$ cat config.mk
export PLATFORM = sky130hd
export DESIGN_NAME = dm_cache_ctrl
export DESIGN_NICKNAME = d
export VERILOG_FILES = /design/src/rtl/dm_cache_ctrl.sv
export SDC_FILE = /design/constraint.sdc
export NUM_CORES = 1
export LEC_CHECK = 0
export BUFFER_PORTS_ARGS = -buffer_cell sky130_fd_sc_hd__buf_4
export CORE_MARGIN = 4
export CORE_UTILIZATION = 25
export DETAILED_ROUTE_END_ITERATION = 10
export HOLD_SLACK_MARGIN = 0.06
export PLACE_DENSITY = 0.49
export SKIP_CTS_REPAIR_TIMING = 1
export SYNTH_ARGS = -nofsm -noshare
export SYNTH_HDL_FRONTEND = slang
export SYNTH_SLANG_ARGS = --single-unit
export TNS_END_PERCENT = 1
$ cat constraint.sdc
create_clock -name clock -period 9.81 [get_ports clock]
set_input_delay 0.981 -clock clock [delete_from_list [all_inputs] [get_ports clock]]
set_output_delay 0.981 -clock clock [all_outputs]
set_load 0.01 [all_outputs]
$ cat src/rtl/dm_cache_ctrl.sv
// Direct-mapped write-back, write-allocate data cache controller, one word per line.
// Optional hit/miss statistics counters are enabled by defining CACHE_STATS_EN.
//
// state | meaning
// IDLE  | evaluate the cpu request: hit -> RESP, clean miss -> FILL, dirty miss -> WB
// WB    | writing the dirty victim line back, waiting for mem_ready
// FILL  | reading the requested line from memory, waiting for mem_ready
// RESP  | hit pulse cycle; cpu advances on the closing edge
module dm_cache_ctrl #(
  parameter int ADDR_W  = 8,
  parameter int DATA_W  = 32,
  parameter int INDEX_W = 2
) (
  input  logic              clock,
  input  logic              reset,
  input  logic              read,
  input  logic              write,
  input  logic [ADDR_W-1:0] Address,
  input  logic [DATA_W-1:0] Write_Data,
  output logic [DATA_W-1:0] rData,
  output logic              hit,
  output logic              mem_read,
  output logic              mem_write,
  output logic [ADDR_W-1:0] mem_addr,
  output logic [DATA_W-1:0] mem_wdata,
  input  logic [DATA_W-1:0] mem_rdata,
  input  logic              mem_ready
`ifdef CACHE_STATS_EN
  ,
  output logic [15:0]       hit_cnt,
  output logic [15:0]       miss_cnt
`endif
);

  localparam int TAG_W = ADDR_W - INDEX_W - 2;
  localparam int LINES = 2 ** INDEX_W;

  typedef enum logic [1:0] {IDLE, WB, FILL, RESP} state_t;

  state_t state_q, state_d;

  logic [TAG_W-1:0]  tag_arr  [LINES];
  logic [DATA_W-1:0] data_arr [LINES];
  logic [LINES-1:0]  valid_q, valid_d;
  logic [LINES-1:0]  dirty_q, dirty_d;

  logic              hit_d, mem_read_d, mem_write_d;
  logic [DATA_W-1:0] rdata_d, mem_wdata_d;
  logic [ADDR_W-1:0] mem_addr_d;

  logic               req;
  logic               tag_hit;
  logic [INDEX_W-1:0] req_idx, mem_idx;
  logic [TAG_W-1:0]   req_tag, mem_tag;

  logic               line_we;
  logic [INDEX_W-1:0] line_idx;
  logic [DATA_W-1:0]  line_data;
  logic [TAG_W-1:0]   line_tag;

  logic unused_offset;
  assign unused_offset = ^Address[1:0];

  assign req     = read | write;
  assign req_idx = Address[INDEX_W+1:2];
  assign req_tag = Address[ADDR_W-1:INDEX_W+2];
  assign tag_hit = valid_q[req_idx] && (tag_arr[req_idx] == req_tag);

  // Refill/write-back target comes from the registered memory address, so a
  // request that changes mid-miss cannot corrupt the line being serviced.
  assign mem_idx = mem_addr[INDEX_W+1:2];
  assign mem_tag = mem_addr[ADDR_W-1:INDEX_W+2];

  always_comb begin
    state_d     = state_q;
    hit_d       = hit;
    rdata_d     = rData;
    mem_read_d  = mem_read;
    mem_write_d = mem_write;
    mem_addr_d  = mem_addr;
    mem_wdata_d = mem_wdata;
    valid_d     = valid_q;
    dirty_d     = dirty_q;
    line_we     = 1'b0;
    line_idx    = req_idx;
    line_data   = Write_Data;
    line_tag    = req_tag;
    case (state_q)
      IDLE: begin
        if (req) begin
          if (tag_hit) begin
            hit_d   = 1'b1;
            state_d = RESP;
            if (write) begin
              line_we          = 1'b1;
              dirty_d[req_idx] = 1'b1;
            end else begin
              rdata_d = data_arr[req_idx];
            end
          end else if (valid_q[req_idx] && dirty_q[req_idx]) begin
            mem_write_d = 1'b1;
            mem_addr_d  = {tag_arr[req_idx], req_idx, 2'b00};
            mem_wdata_d = data_arr[req_idx];
            state_d     = WB;
          end else begin
            mem_read_d = 1'b1;
            mem_addr_d = {req_tag, req_idx, 2'b00};
            state_d    = FILL;
          end
        end
      end
      WB: begin
        if (mem_ready) begin
          mem_write_d      = 1'b0;
          dirty_d[mem_idx] = 1'b0;
          mem_read_d       = 1'b1;
          mem_addr_d       = {req_tag, req_idx, 2'b00};
          state_d          = FILL;
        end
      end
      FILL: begin
        if (mem_ready) begin
          line_we          = 1'b1;
          line_idx         = mem_idx;
          line_data        = mem_rdata;
          line_tag         = mem_tag;
          valid_d[mem_idx] = 1'b1;
          dirty_d[mem_idx] = 1'b0;
          mem_read_d       = 1'b0;
          state_d          = IDLE;
        end
      end
      RESP: begin
        hit_d   = 1'b0;
        state_d = IDLE;
      end
      default: state_d = IDLE;
    endcase
  end

  always_ff @(posedge clock) begin
    if (reset) begin
      state_q   <= IDLE;
      valid_q   <= '0;
      dirty_q   <= '0;
      hit       <= 1'b0;
      rData     <= '0;
      mem_read  <= 1'b0;
      mem_write <= 1'b0;
      mem_addr  <= '0;
      mem_wdata <= '0;
    end else begin
      state_q   <= state_d;
      valid_q   <= valid_d;
      dirty_q   <= dirty_d;
      hit       <= hit_d;
      rData     <= rdata_d;
      mem_read  <= mem_read_d;
      mem_write <= mem_write_d;
      mem_addr  <= mem_addr_d;
      mem_wdata <= mem_wdata_d;
    end
  end

  // Tag/data storage is not reset; valid bits alone qualify it.
  always_ff @(posedge clock) begin
    if (line_we && !reset) begin
      data_arr[line_idx] <= line_data;
      tag_arr[line_idx]  <= line_tag;
    end
  end

`ifdef CACHE_STATS_EN
  // The hit that follows a refill belongs to an already-counted miss.
  logic fill_done_q;

  always_ff @(posedge clock) begin
    if (reset) begin
      fill_done_q <= 1'b0;
      hit_cnt     <= '0;
      miss_cnt    <= '0;
    end else begin
      fill_done_q <= (state_q == FILL) && mem_ready;
      if ((state_q == IDLE) && req && tag_hit && !fill_done_q)
        hit_cnt <= hit_cnt + 16'd1;
      if ((state_q == IDLE) && req && !tag_hit)
        miss_cnt <= miss_cnt + 16'd1;
    end
  end
`endif

endmodule

==> results of run 1 <==
-- path summary, 6_finish.rpt --
check	startpoint	end	slack [ns]	depth (start not counted)
max reg2reg	tag_arr[3][1]	data_arr[2][21]	6.37	7
min	mem_wdata[29]	mem_wdata[29]	0.45	2
max	Address[2]	data_arr[2][21]	5.43	8
min reg2reg	mem_wdata[29]	mem_wdata[29]	0.45	2
-- flip-flops by register name, summed over array words and instances (netlist names), 2 cells and up --
name and count:
mem_addr 6, mem_wdata 32, tag_arr 16, state_q 2
rData 32, valid_q 4, data_arr 128, dirty_q 4
-- logic make-up (layout without fill, tap and decap cells) --
group           Yosys count  count (layout)  share of synthesized area, %
other cells               1               2                        0.0416
fa+ha+maj                 4               4                         0.555
buf+inv                  52             214                          2.71
simple gates            146             146                          6.84
xor+xnor                  4               4                         0.389
flops                   227             227                          66.4
mux                     114             114                          18.4
compound gates           68              68                          4.64
-- per-stage QoR --
step	utilization, %	cell area [um2]
2_1_floorplan	-	9020
6_report	32.3	11500
3_5_place_dp	29.8	10600
5_1_grt	32.3	11500
3_3_place_gp	29.8	10600
4_1_cts	32.3	11500
-- synth_stat cells, drive strengths merged --
master,instances
a32oi,1
o22ai,1
mux2,37
o211ai,5
dfxtp,83
nor3,4
o21ai,1
a31oi,4
a41oi,1
o2111a,1
o31a,2
nor2,53
nor4b,1
o32ai,2
and2,2
a21oi,42
mux2i,39
inv,11
a311oi,2
a211oi,4
ha,4
nor4,1
nand4,2
clkbuf,24
o2111ai,1
nor2b,2
nand2,73
edfxtp,144
conb,1
o21bai,1
nand3,4
or2,1
nand2b,3
buf,17
mux4,38
xnor2,4
-- metal layers --
layer | track usage [%] | vias up | share of wire [%] | wire (um)
met1 | 15.1 | 2699 | 44 | 9980
met4 | 2.86 | 0 | 1.9 | 439
met5 | 0 | - | 0 | 0
li1 | - | 2573 | - | -
met2 | 18.4 | 127 | 49 | 11000
met3 | 2.47 | 35 | 5.3 | 1200
-- area by class of cell --
| class | instances | area (um2) | share of cell area, % |
|---|---|---|---|
| Timing Repair Buffer | 154 | 1160 | 10.1 |
| Clock inverter | 12 | 146 | 1.27 |
| Clock buffer | 37 | 743 | 6.47 |
| Sequential cell | 227 | 5990 | 52.1 |
| Inverter | 11 | 41.3 | 0.359 |
| Tap cell | 461 | 577 | 5.02 |
| Multi-Input combinational cell | 338 | 2840 | 24.7 |
-- worst reg2reg max path, stage by stage (launching register included) --
cell and delay, ns:
edfxtp_1 0.37, mux4_2 0.53, xnor2_1 0.18, nand2_1 0.34, nor3_1 0.28, o21bai_1 0.29, nor2_4 0.65, buf_4 0.47
-- report_power, final --
group	switching, mW	internal (mW)
Combinational	0.0780	0.0655
Sequential	0.00614	1.04
Clock	0.389	0.608
Total	0.473	1.71
==> metrics.txt, run 1 <==
synth unique cells 40; Inserted Diodes 0; layout cell share with drive strength beyond 1 35.9%; Tcrit/Tclk final 44.7%; DRT iter0 DRCs 240; Initial Util 25.3%; number of placement rows 69; worst rel slew slack 29.4%; sequential cell area fraction in the yosys report 66.4%; endpoints failing hold 0; Yosys top cell by area edfxtp_1; vias per cell 4.38; wire length per cell 18.2 um; Post-Route WL 22600 um; CTS tree yes; Mapped Avg Cell Area 14.6 um2; CTS root buf clkbuf_16; Max Clock Skew 0.0154 ns; minimum clock period 4.38 ns; slowest stage cell, crit path buf_4; Ports 152; chip width 198 um; initial antenna violation count 0; status finished clean; maximum vdd drop 99.7 uV; Max Fclk 0.228 GHz; LEAKAGE 3.98 nW; Power Dens Cells 190 nW/um2; worst-path maximum fanout 43; cell family with most CP delay simple AND/OR/NAND/NOR gates; Area contributors post-synth edfxtp_1 48%, dfxtp_1 18%, mux4_2 9.5%; CP peak stage delay 0.68 ns; DRC Markers 0; H-tree depth 1; gr ovfl total 0; vias in the first global route 5659; post-synthesis register bit count 227; global placer's final weighted congestion 0.732; dpl cells 1191; most numerous cell on the critical path buf_4; final antenna-violating net count 0; DR pass1 iterations 4; largest net degree at the start of global routing 87; CTS Sinks 227; cell count after synthesis 616; Critical Path Source Type input port; crit path buf inv count 2; Non-Filler Instances 1240; critical path arrival 4.57 ns; first-pass GRT wire length 33900 um; Synth top area share 48.0%; Min Hold Slack 0.454 ns; cts bufs inserted 27; setup TNS 0 ns; yosys warns 0; crit end category register; commonest non-fill, non-tap cells in the layout 154 x buf_4, 144 x edfxtp_1, 83 x dfxtp_1, 73 x nand2_1, 50 x nor2_1; port bufs 147; RSZ-0062 raised after global routing false; Setup WS post-layout 5.43 ns; HPWL after detailed placement 13700 um; Worst Tran Pin Value 1.06 ns; Clock Latency Late Sink 0.53 ns; Setup Crit Path Kind in2reg; Post-Place Setup Slack 4.72 ns; Cell Chain, Critical Path buf_4, mux4_2, xnor2_1, nand2_1, nor3_1, o21bai_1, nor2_4, buf_4; GRT Overall Usage 11.2%; worst min path class reg2reg; commonest non-fill, non-tap cell in the layout buf_4; Core Region 35600 um2; CP required 10.00 ns; Die Area 39200 um2; layout net count 840; # setup viols final 0; overall power 2.18 mW; Slew Limit Fails 0; Synth Cell Area 9020 um2; DR vias 5434; clk buf depth 3; Area Growth Syn to Fin 27.4%; Worst-path clk slew 0.05 ns; Die Span Y 198 um; Max-cap violations 0; Fillers 3539
No activity file was read; power rests on OpenSTA's default activity.
==> run 2, diff against run 1 <==
--- a/config.mk
+++ b/config.mk
@@ -10,7 +10,7 @@
 export CORE_UTILIZATION = 25
 export DETAILED_ROUTE_END_ITERATION = 10
 export HOLD_SLACK_MARGIN = 0.06
-export PLACE_DENSITY = 0.49
+export PLACE_DENSITY = 0.5
 export SKIP_CTS_REPAIR_TIMING = 1
 export SYNTH_ARGS = -nofsm -noshare
 export SYNTH_HDL_FRONTEND = slang
==> constraint.sdc (replaced) <==
create_clock -name clock -period 3.99 [get_ports clock]
set_input_delay 0.399 -clock clock [delete_from_list [all_inputs] [get_ports clock]]
set_output_delay 0.399 -clock clock [all_outputs]
set_load 0.01 [all_outputs]
==> run 2 against run 1 <==
Clock power grew 130%; routed wire length shrank 1.8%; critical path type is now reg2reg; global-route usage shrank 0.13 points; flip-flop and latch count is the same; non-clock buffer count grew 7; critical endpoint is now data_arr[1][29]; final cell count grew 0.48%; total power grew 140%; count of clock-buffer cells in the layout shrank 2.
==> metrics.txt, run 2 (synthesized netlist as in run 1, its figures left out) <==
status finished clean (unchanged); number of placement rows 69 (unchanged); worst rel slew slack 31.9% (was 29.4%); Slew Limit Fails 0 (unchanged); endpoints failing hold 0 (unchanged); commonest non-fill, non-tap cell in the layout buf_4 (unchanged); cts bufs inserted 26 (was 27); DRT iter0 DRCs 166 (was 240); Ports 152 (unchanged); Inserted Diodes 0 (unchanged); overall power 5.22 mW (was 2.18 mW); Worst Tran Pin Value 1.02 ns (was 1.06 ns); dpl cells 1198 (was 1191); setup TNS 0 ns (unchanged); # setup viols final 0 (unchanged); Clock Latency Late Sink 0.53 ns (about the same); Cell Chain, Critical Path mux4_2, xnor2_1, nand2_1, nor3_1, o21bai_1, nor2_4, buf_12 (was buf_4, mux4_2, xnor2_1, nand2_1, nor3_1, o21bai_1, nor2_4, buf_4); CP required 4.23 ns (was 10.00 ns); clk buf depth 3 (unchanged); DR pass1 iterations 5 (was 4); vias in the first global route 5648 (was 5659); Initial Util 25.3% (unchanged); DR vias 5431 (was 5434); Max Fclk 0.337 GHz; Tcrit/Tclk final 74.4%; Die Area 39200 um2 (unchanged); global placer's final weighted congestion 0.728 (was 0.732); vias per cell 4.36 (was 4.38); Power Dens Cells 453 nW/um2 (was 190 nW/um2); HPWL after detailed placement 14100 um (was 13700 um); Max Clock Skew 0.0231 ns (was 0.0154 ns); critical path arrival 3.21 ns (was 4.57 ns); uppermost routed layer met4 (unchanged); Max-cap violations 0 (unchanged); max reg flops 128 (unchanged); initial antenna violation count 0 (unchanged); DP Area 10700 um2 (was 10600 um2); wire length per cell 17.8 um (was 18.2 um); worst min path class in2reg (was reg2reg); Non-Filler Instances 1246 (was 1240); first-pass GRT wire length 34000 um (was 33900 um); minimum clock period 2.97 ns; layout cell share with drive strength beyond 1 36.3% (was 35.9%); crit path buf inv count 1 (was 2); biggest regs data_arr (128), mem_wdata (32), rData (32) (unchanged); Setup WS post-layout 1.02 ns (was 5.43 ns); M1 wire length 9750 um (was 9980 um); Area Growth Syn to Fin 27.8% (was 27.4%); CTS tree yes (unchanged); maximum vdd drop 279 uV (was 99.7 uV); commonest non-fill, non-tap cells in the layout 158 x buf_4, 144 x edfxtp_1, 83 x dfxtp_1, 73 x nand2_1, 50 x nor2_1 (was 154 x buf_4, 144 x edfxtp_1, 83 x dfxtp_1, 73 x nand2_1, 50 x nor2_1); CP peak stage delay 0.71 ns (was 0.68 ns); DRC Markers 0 (unchanged); Post-Place Setup Slack 0.717 ns (was 4.72 ns); chip width 198 um (unchanged); Core Region 35600 um2 (unchanged); Worst-path clk slew 0.06 ns (was 0.05 ns); layout net count 846 (was 840); CTS root buf clkbuf_16 (unchanged); port bufs 147 (unchanged); H-tree depth 1 (unchanged); cell family with most CP delay compound AO/OA/AOI/OAI gates (was simple AND/OR/NAND/NOR gates); Top reg by flops data_arr (unchanged); largest net degree at the start of global routing 87 (unchanged); LEAKAGE 3.99 nW (was 3.98 nW); gr ovfl total 0 (unchanged); Post-Route WL 22200 um (was 22600 um); Critical Path Source Type register (was input port); RSZ-0062 raised after global routing false (unchanged); Die Span Y 198 um (unchanged); WL met3 931 um (was 1200 um); Met2 Wirelength 11000 um (about the same); post-route cell area 11500 um2 (about the same); CTS Sinks 227 (unchanged); final antenna-violating net count 0 (unchanged); crit end category register (unchanged); GRT Overall Usage 11.1% (was 11.2%); Setup Crit Path Kind reg2reg (was in2reg); worst-path maximum fanout 33 (was 43); slowest stage cell, crit path o21bai_1 (was buf_4)
-- run 2: cell count changes in the layout (fill, tap and decap cells not counted) --
cell        previous run  this run
bufinv_16              3         2
clkinv_2               3         5
clkinvlp_4             1         2
buf_4                154       158
clkinv_1               2         3
clkbuf_8               3         2
buf_12                 0         3
clkbuf_16             27        26
clkinv_4               3         0
clkinv_8               0         1
-- run 2: worst paths after layout --
path              slack, ns     startpoint  depth (start not counted)         endpoint
setup / recovery       1.02  tag_arr[3][1]                          7  data_arr[1][29]
hold / removal         0.23  Write_Data[5]                          2   data_arr[3][5]
setup reg to reg       1.02  tag_arr[3][1]                          7  data_arr[1][29]
hold reg to reg        0.45     valid_q[3]                          2       valid_q[3]
-- run 2: per-stage QoR --
stage / hold slack, ns / utilization, %
after floorplan: 0.422 / -
after global placement: 0.442 / 30.0
after detailed placement: 0.442 / 30.0
after CTS: 0.196 / 32.4
after global routing: 0.207 / 32.4
final: 0.235 / 32.4
-- run 2: area by class of cell --
cell class	count	area (um2)
inverters	11	41.3
clock buffers	35	704
well taps	461	577
repair buffers	161	1250
flip-flops and latches	227	5990
clock inverters	13	128
multi-input cells	338	2840
fillers	3579	24000
-- run 2: per-layer routing --
metal / up-vias / GRT usage (%)
met5: - / 0
met4: 0 / 3.16
met3: 33 / 2.02
met2: 110 / 18.9
met1: 2702 / 14.5
li1: 2586 / -
-- run 2: power breakdown --
group	internal [mW]	switching (mW)
logic	0.165	0.192
registers	2.55	0.0150
clock network	1.37	0.938
total	4.08	1.15
-- run 2: worst reg2reg max path: stages, from the launching register on --
cell,delay [ns]
edfxtp_1,0.35
mux4_2,0.51
xnor2_1,0.16
nand2_1,0.40
nor3_1,0.12
o21bai_1,0.71
nor2_4,0.14
buf_12,0.24
